$ cat config.mk
export PLATFORM = sky130hd
export DESIGN_NAME = reg32_serial_reader
export DESIGN_NICKNAME = d
export VERILOG_FILES = /design/src/rtl/reg32_serial_reader_pkg.sv /design/src/rtl/reg32_serial_reader_shreg_piso.sv /design/src/rtl/reg32_serial_reader.sv
export SDC_FILE = /design/constraint.sdc
export NUM_CORES = 1
export LEC_CHECK = 0
export CAP_MARGIN = 20
export CORE_UTILIZATION = 50
export DETAILED_ROUTE_END_ITERATION = 8
export GPL_ROUTABILITY_DRIVEN = 0
export GPL_TIMING_DRIVEN = 0
export PLACE_DENSITY_LB_ADDON = 0.3
export SLEW_MARGIN = 20
export SYNTH_ARGS = -nofsm -noshare
export SYNTH_HDL_FRONTEND = slang
export SYNTH_SLANG_ARGS = --single-unit
export TNS_END_PERCENT = 100
$ cat constraint.sdc
create_clock -name clk -period 1.88 [get_ports clk]
set_input_delay 0.188 -clock clk [delete_from_list [all_inputs] [get_ports clk]]
set_output_delay 0.188 -clock clk [all_outputs]
set_load 0.02 [all_outputs]
$ cat src/rtl/reg32_serial_reader_pkg.sv
// Shared definitions for the register serial reader: default word width,
// bits_left counter width and the controller state encoding.
package reg32_serial_reader_pkg;

  // Default word width and the counter width that can still represent it.
  localparam int unsigned DEFAULT_WIDTH = 32;
  localparam int unsigned CNT_W         = 6;

  // Controller states; 2-bit binary encoding is externally visible in benches.
  typedef enum logic [1:0] {
    ST_IDLE  = 2'd0,
    ST_SHIFT = 2'd1,
    ST_LAST  = 2'd2,
    ST_DONE  = 2'd3
  } rd_state_e;

  // True while a word is being presented on the bit stream.
  function automatic logic is_active(input rd_state_e st);
    return (st == ST_SHIFT) || (st == ST_LAST);
  endfunction

endpackage

$ cat src/rtl/reg32_serial_reader_shreg_piso.sv
// shreg_piso: WIDTH-bit parallel-in / serial-out shift register.
// Ports:
//   clk       rising-edge clock
//   clr       synchronous clear (highest priority)
//   load      load par_in into the register
//   shift_en  shift one place toward the output end, zero fill
//   par_in    parallel load word
//   ser_out   bit at the output end (MSB if MSB_FIRST, else LSB)
module shreg_piso #(
  parameter int unsigned WIDTH     = 32,
  parameter bit          MSB_FIRST = 1'b1
) (
  input  logic             clk,
  input  logic             clr,
  input  logic             load,
  input  logic             shift_en,
  input  logic [WIDTH-1:0] par_in,
  output logic             ser_out
);

  logic [WIDTH-1:0] shreg_q;
  logic [WIDTH-1:0] shreg_d;
  logic [WIDTH-1:0] shifted_c;

  // Direction-dependent shift and output tap.
  generate
    if (MSB_FIRST) begin : g_msb
      assign shifted_c = {shreg_q[WIDTH-2:0], 1'b0};
      assign ser_out   = shreg_q[WIDTH-1];
    end else begin : g_lsb
      assign shifted_c = {1'b0, shreg_q[WIDTH-1:1]};
      assign ser_out   = shreg_q[0];
    end
  endgenerate

  // Next-value select: clear > load > shift > hold.
  always_comb begin
    shreg_d = shreg_q;
    if (clr) begin
      shreg_d = '0;
    end else if (load) begin
      shreg_d = par_in;
    end else if (shift_en) begin
      shreg_d = shifted_c;
    end
  end

  always_ff @(posedge clk) begin
    shreg_q <= shreg_d;
  end

endmodule

$ cat src/rtl/reg32_serial_reader.sv
// reg32_serial_reader: captures a parallel register word on start and
// emits it one bit per accepted valid/ready handshake.
// Ports:
//   clk        rising-edge clock
//   reset      synchronous active-high reset
//   start      capture data_in and begin a transfer (honoured in IDLE only)
//   data_in    parallel word
//   busy       transfer in progress
//   bit_out    current serial bit, valid when bit_valid=1
//   bit_valid  bit_out holds a valid bit
//   bit_ready  consumer accepts bit_out this cycle
//   done       one-cycle pulse after the final bit is accepted
//   bits_left  bits not yet accepted in the current transfer
module reg32_serial_reader
  import reg32_serial_reader_pkg::*;
#(
  parameter int unsigned WIDTH     = DEFAULT_WIDTH,
  parameter bit          MSB_FIRST = 1'b1
) (
  input  logic             clk,
  input  logic             reset,
  input  logic             start,
  input  logic [WIDTH-1:0] data_in,
  output logic             busy,
  output logic             bit_out,
  output logic             bit_valid,
  input  logic             bit_ready,
  output logic             done,
  output logic [CNT_W-1:0] bits_left
);

  // A one-bit word has no SHIFT->LAST path, and bits_left caps at 32.
  generate
    if ((WIDTH < 2) || (WIDTH > 32)) begin : g_bad_width
      $error("reg32_serial_reader: WIDTH must be in 2..32");
    end
  endgenerate

  rd_state_e        state_q, state_d;
  logic [CNT_W-1:0] bits_left_q, bits_left_d;
  logic             busy_q, busy_d;
  logic             valid_q, valid_d;
  logic             done_q, done_d;
  logic             xfer_c;
  logic             load_c;
  logic             shift_c;

  assign xfer_c = valid_q & bit_ready;

  // Next-state, counter and shift-register control.
  always_comb begin
    state_d     = state_q;
    bits_left_d = bits_left_q;
    load_c      = 1'b0;
    shift_c     = 1'b0;
    unique case (state_q)
      ST_IDLE: begin
        if (start) begin
          load_c      = 1'b1;
          bits_left_d = CNT_W'(WIDTH);
          state_d     = ST_SHIFT;
        end
      end
      ST_SHIFT: begin
        if (xfer_c) begin
          shift_c = 1'b1;
          if (bits_left_q != '0) begin
            bits_left_d = bits_left_q - CNT_W'(1);
          end
          // Two left before this transfer means only the final bit remains.
          if (bits_left_q == CNT_W'(2)) begin
            state_d = ST_LAST;
          end
        end
      end
      ST_LAST: begin
        if (xfer_c) begin
          shift_c     = 1'b1;
          bits_left_d = '0;
          state_d     = ST_DONE;
        end
      end
      ST_DONE: begin
        state_d = ST_IDLE;
      end
      default: begin
        state_d     = ST_IDLE;
        bits_left_d = '0;
      end
    endcase
  end

  // Status outputs are registered off the next state so they align with it.
  always_comb begin
    busy_d  = is_active(state_d);
    valid_d = is_active(state_d);
    done_d  = (state_d == ST_DONE);
  end

  always_ff @(posedge clk) begin
    if (reset) begin
      state_q     <= ST_IDLE;
      bits_left_q <= '0;
      busy_q      <= 1'b0;
      valid_q     <= 1'b0;
      done_q      <= 1'b0;
    end else begin
      state_q     <= state_d;
      bits_left_q <= bits_left_d;
      busy_q      <= busy_d;
      valid_q     <= valid_d;
      done_q      <= done_d;
    end
  end

  shreg_piso #(
    .WIDTH     (WIDTH),
    .MSB_FIRST (MSB_FIRST)
  ) u_shreg (
    .clk      (clk),
    .clr      (reset),
    .load     (load_c & ~reset),
    .shift_en (shift_c & ~reset),
    .par_in   (data_in),
    .ser_out  (bit_out)
  );

  assign busy      = busy_q;
  assign bit_valid = valid_q;
  assign done      = done_q;
  assign bits_left = bits_left_q;

endmodule

==> results_dict.tcl, run 1 <==
set metrics [dict create \
    port-buffer-count 44 \
    max_cap_violations 0 \
    n_antenna_cell 0 \
    drive_above_1_share 0.0896 \
    synth-edff-count 0 \
    grt_first_pass_wirelength_um 7060 \
    path_delay_family "simple AND/OR/NAND/NOR gates" \
    fp.dieH_um 66.9 \
    worst_path_largest_cell_delay_ns 0.55 \
    io_pins 46 \
    syn2layout_area_growth_pct 29.1 \
    first_pass_iters 4 \
    hold_end "state_q[1]$_SDFF_PP0_" \
    synth_mux_area_frac 0.147 \
    slowest_stage "or4_4" \
    post-place-ws_ns 0.0565 \
    fillers 348 \
    drt_iter0_drc 154 \
    grt.overflow.total 0 \
    ant_nets 0 \
    path_cells "or4_4 > nor2_1 > o22a_2 > o22a_1 > ha_1 > nor2b_1" \
    drt_wl_total_um 4290 \
    r2r-start "bits_left[2]$_SDFFE_PP0P_" \
    outcome "finished clean" \
    clockBufferDepth 2 \
    synth_top_family_by_area "compound AO/OA/AOI/OAI gates" \
    hold_path.class "in2reg" \
    first_global_vias 1618 \
    r2r_cells 6 \
    start_util 0.523 \
    p_per_area_nw_per_um2 720 \
    drv_slew 0 \
    synth_ff_type "dfxtp_1" \
    cts_setup_buffers 0 \
    final-hold-violation-count 0 \
    layout_min_cycle_time_ns 1.81 \
    worstMarginPinSlew_ns 0.479 \
    yosysTopAreaCellShare 0.399 \
    slew_headroom 0.681 \
    hold_start "reset" \
    drc 0 \
    skew_ns 0.00543 \
    layout.cells.non_filler 329 \
    min_path_cells 3 \
    cts_buffers 5 \
    yosys.area_share.xor_xnor 0 \
    synth_area_um2 2110 \
    setup_viol 0 \
    synth-compound-area-share 0.214 \
    period_share 0.964 \
    antenna_found_initial 0 \
    grt_max_degree 15 \
    clock_sinks 42 \
    synth_cell_types 39 \
    synth-seq-area-share 0.399 \
    core_um2 4030 \
    finalInstanceArea_um2 2720 \
    vias 1842 \
    tns_ns 0 \
    ys_seq_elements 42 \
    critPathMaxFanout 8 \
    synth_top_area_cell "dfxtp_1" \
    final_cell_mix "clkdlybuf4s50_1 (44), dfxtp_1 (42), nor2_1 (36)" \
    cts_tree "yes" \
    path_buf_inv 0 \
    synth.avg_cell_area_um2 9.29 \
    synth_nets 272 \
    htreeDepth 2 \
    start_kind "register" \
    whs_ns 0.347 \
    max_freq_ghz 0.552 \
    rows 23 \
    cts-hold-fix-buffers 0 \
    clk_latency_ns 0.30 \
    netlist_instances 227 \
    critPathCaptureType "register" \
    critPathKind "reg2reg" \
    regToRegSetupSlack_ns 0.07 \
    dp_hpwl_um 2970 \
    placed_cell_area_um2 2610 \
    place_inst 321 \
    rsz0062_at_grt "no" \
    nNetsFinal 323 \
    synth-simple-area-share 0.133 \
    p_leak_nw 1.23 \
    synthAdderAreaFrac 0.0534 \
    post_drt_wl_per_cell_um 13.0 \
    ir_drop_mv 0.487 \
    final_common_cell "clkdlybuf4s50_1" \
    async_flop_share 0 \
    die_w_um 66.9 \
    root_buffer "clkbuf_8" \
    cp_data_required_time_ns 2.05 \
    cts_resized 0 \
    die_area_um2 4480 \
    cp.arrival_ns 1.99 \
    timing.rr.end "bit_valid$_SDFF_PP0_" \
    vias_per_cell 5.60 \
    yosys_warnings 0 \
    clkTransAtPathRegs_ns 0.08 \
    track_usage 0.208 \
    synth.top_cells.by_area "dfxtp_1 (40%), mux2i_1 (15%), a211oi_1 (11%)" \
    worst_slack_ns 0.0683 \
]
-- where the power goes --
group	switching, W	total [W]	internal [W]
Sequential	0.0000402	0.000993	0.000953
Combinational	0.000186	0.000383	0.000197
Clock	0.000323	0.000584	0.000261
-- layout make-up --
class	instances	area [um2]	share of cell area
multi-input cells	162	1180	0.432
flip-flops and latches	42	841	0.309
repair buffers	44	440	0.162
plain buffers	16	87.6	0.0322
clock buffers	5	68.8	0.0253
well taps	50	62.6	0.0230
inverters	7	26.3	0.00966
clock inverters	3	18.8	0.00690
-- logic make-up after synthesis --
| logic type | Yosys count |
|---|---|
| flip-flops | 42 |
| adder cells (fa/ha/maj) | 9 |
| multiplexers | 31 |
| AND/OR/NAND/NOR | 61 |
| buffers and inverters | 23 |
| AO/OA/AOI/OAI | 61 |
-- worst max path at each step --
stage | from | slack, ns | to | cells past startpoint
after floorplan | bits_left[0]$_SDFFE_PP0P_ | 0.09 | bit_valid$_SDFF_PP0_ | 8
after global placement | start | 0.06 | bits_left[3]$_SDFFE_PP0P_ | 5
after detailed placement | bits_left[2]$_SDFFE_PP0P_ | 0.06 | bit_valid$_SDFF_PP0_ | 6
after CTS | bits_left[2]$_SDFFE_PP0P_ | 0.04 | bit_valid$_SDFF_PP0_ | 6
after global routing | state_q[0]$_SDFF_PP0_ | 0.0002 | bit_valid$_SDFF_PP0_ | 7
final | bits_left[2]$_SDFFE_PP0P_ | 0.07 | bit_valid$_SDFF_PP0_ | 6
-- stage by stage --
stage	utilization	total power, W
detailed placement	0.648	0.00138
floorplan	-	0.00123
CTS	0.670	0.00196
global route	0.675	0.00207
global placement	0.648	0.00138
finish	0.675	0.00196
-- cell usage after synthesis, types with 2 or more instances --
cell / n
a311oi_1: 2
dfxtp_1: 42
clkbuf_1: 7
a211oi_1: 32
mux2i_1: 31
o31ai_1: 3
a31oi_1: 2
buf_2: 3
and2_1: 4
buf_4: 4
nor2b_1: 2
inv_1: 7
nand3_1: 4
o211ai_1: 2
and3_1: 2
ha_1: 9
a41oi_1: 2
nor2_1: 36
nor3_1: 2
nand2_1: 5
a21oi_1: 8
-- metal layers --
metal  wire length, um  global-route usage  part of all wire
met1              2060               0.273              0.48
met2              2010               0.328              0.47
met3               190              0.0565             0.044
met4                35              0.0612            0.0082
met5                 0                   0                 0
-- state kept, by name, indices dropped and copies added (netlist names) --
name	count
bit_valid	1
state_q	2
u_shreg.shreg_q	32
done	1
bits_left	6
-- tightest hold or removal path, cell delays in order --
cell and delay, ns:
clkbuf_2 0.13, inv_1 0.13, o221a_2 0.15
No activity file was read; power rests on OpenSTA's default activity.
==> run 2, diff against run 1 <==
CTS_CLUSTER_SIZE = 12   (was unset)
RECOVER_POWER = 25   (was unset)
==> run 2 against run 1 <==
Net effect: worst setup slack gained 0.0051 ns; register-to-register slack about the same; critical path depth is the same; final cell count stayed put; clock skew is essentially flat; utilization unchanged; count of clock-buffer cells in the layout did not move; routed wire length is 0.28% lower; via count is 0.11% higher; first-iteration DRC count decreased by 19%; sequential power about the same; critical path type unchanged; largest power group unchanged.
==> results_dict.tcl, run 2 (same netlist as run 1, synthesis figures left out) <==
set metrics [dict create \
    outcome "finished clean" \
    min_path_cells 3 \
    post_drt_wl_per_cell_um 13.0 \
    hold_start "reset" \
    timing.rr.end "bit_valid$_SDFF_PP0_" \
    setup_viol 0 \
    hold_path.class "in2reg" \
    die_w_um 66.9 \
    start_util 0.523 \
    final_common_cell "dfxtp_1" \
    skew_ns 0.00518 \
    critPathMaxFanout 8 \
    grt_first_pass_wirelength_um 7060 \
    drive_above_1_share 0.0896 \
    drt_wl_total_um 4280 \
    worst_slack_ns 0.0734 \
    post-place-ws_ns 0.0565 \
    layout_min_cycle_time_ns 1.81 \
    die_area_um2 4480 \
    critPathKind "reg2reg" \
    clockBufferDepth 2 \
    port-buffer-count 44 \
    cp_data_required_time_ns 2.05 \
    nNetsFinal 323 \
    ir_drop_mv 0.487 \
    largest_register_ffs 32 \
    p_leak_nw 1.26 \
    worst_path_largest_cell_delay_ns 0.55 \
    syn2layout_area_growth_pct 29.1 \
    placed_cell_area_um2 2610 \
    clkTransAtPathRegs_ns 0.08 \
    fp.dieH_um 66.9 \
    cts_setup_buffers 0 \
    finalInstanceArea_um2 2720 \
    rows 23 \
    dp_hpwl_um 2970 \
    drv_slew 0 \
    p_per_area_nw_per_um2 719 \
    grt.overflow.total 0 \
    vias 1844 \
    drt_iter0_drc 124 \
    regMostFlops "u_shreg.shreg_q" \
    max_freq_ghz 0.554 \
    clock_sinks 42 \
    grt_max_degree 15 \
    hold_end "state_q[1]$_SDFF_PP0_" \
    period_share 0.961 \
    clk_latency_ns 0.30 \
    start_kind "register" \
    max_cap_violations 0 \
    regToRegSetupSlack_ns 0.07 \
    r2r-start "bits_left[2]$_SDFFE_PP0P_" \
    r2r_cells 6 \
    final-hold-violation-count 0 \
    n_antenna_cell 0 \
    cts_buffers 5 \
    root_buffer "clkbuf_8" \
    worstMarginPinSlew_ns 0.477 \
    critPathCaptureType "register" \
    fin_util 0.675 \
    htreeDepth 2 \
    slowest_stage "or4_4" \
    cts-hold-fix-buffers 0 \
    first_pass_iters 4 \
    slew_headroom 0.682 \
    tns_ns 0 \
    core_um2 4030 \
    first_global_vias 1618 \
    path_cells "or4_4 > nor2_1 > o22a_2 > o22a_1 > ha_1 > nor2b_1" \
    drc 0 \
    vias_per_cell 5.60 \
    cp.arrival_ns 1.98 \
    antenna_found_initial 0 \
    track_usage 0.208 \
    ant_nets 0 \
    cts_tree "yes" \
    io_pins 46 \
    final_cell_mix "dfxtp_1 (42), nor2_1 (36), clkdlybuf4s50_1 (35)" \
]
-- run 2: changes by cell type in the layout (fill, tap and decap cells not counted), sizes merged --
cell and change:
clkdlybuf4s50 -9, dlygate4sd3 +9
-- run 2: worst max-delay path by stage --
stage	slack [ns]	startpoint	cells after the start	to
floorplan	0.09	bits_left[0]$_SDFFE_PP0P_	8	bit_valid$_SDFF_PP0_
global placement	0.06	start	5	bits_left[3]$_SDFFE_PP0P_
detailed placement	0.06	bits_left[2]$_SDFFE_PP0P_	6	bit_valid$_SDFF_PP0_
CTS	0.04	bits_left[2]$_SDFFE_PP0P_	6	bit_valid$_SDFF_PP0_
global route	-0.002	state_q[0]$_SDFF_PP0_	7	bit_valid$_SDFF_PP0_
finish	0.07	bits_left[2]$_SDFFE_PP0P_	6	bit_valid$_SDFF_PP0_
-- run 2: worst max-delay path: cells and delay by family (launching register included) --
kind / cells / cell delay [ns]
and+or+nand+nor: 3 / 0.81
AOI/OAI and AO/OA: 2 / 0.29
DFF: 1 / 0.38
adders and majority gates: 1 / 0.21
-- run 2: repair_timing --
| item | 4_1_cts | 5_1_grt |
|---|---|---|
| setup endpoints to repair | 0 | 5 |
| gates resized for setup | 0 | 5 |
| hold endpoints to repair | 0 | 0 |
-- run 2: final cells by class --
| class | instances | area, um2 |
|---|---|---|
| plain buffers | 16 | 87.6 |
| clock buffers | 5 | 68.8 |
| clock inverters | 3 | 18.8 |
| fillers | 348 | 1310 |
| inverters | 7 | 26.3 |
| multi-input cells | 162 | 1180 |
| flip-flops and latches | 42 | 841 |
| well taps | 50 | 62.6 |
| repair buffers | 44 | 440 |
-- run 2: metrics by stage --
stage,std cells,hold slack [ns],total power (W)
floorplan,227,0.352,0.00123
global placement,321,0.464,0.00138
detailed placement,321,0.468,0.00138
CTS,329,0.339,0.00196
global route,329,0.366,0.00206
finish,329,0.343,0.00196
-- run 2: power breakdown --
group	internal, W	switching, W
Combinational	0.000193	0.000185
Clock	0.000261	0.000324
Sequential	0.000953	0.0000397
-- run 2: per-layer routing --
metal | global-route usage | share of wire
met1 | 0.273 | 0.48
met2 | 0.328 | 0.47
met3 | 0.0565 | 0.045
met4 | 0.0612 | 0.0087
met5 | 0 | 0
==> run 3, diff against run 2 <==
CTS_CLUSTER_SIZE = 14   (was 12)
==> results of run 3 <==
Same layout as run 2: the final DEF is identical, and so are final timing and power.
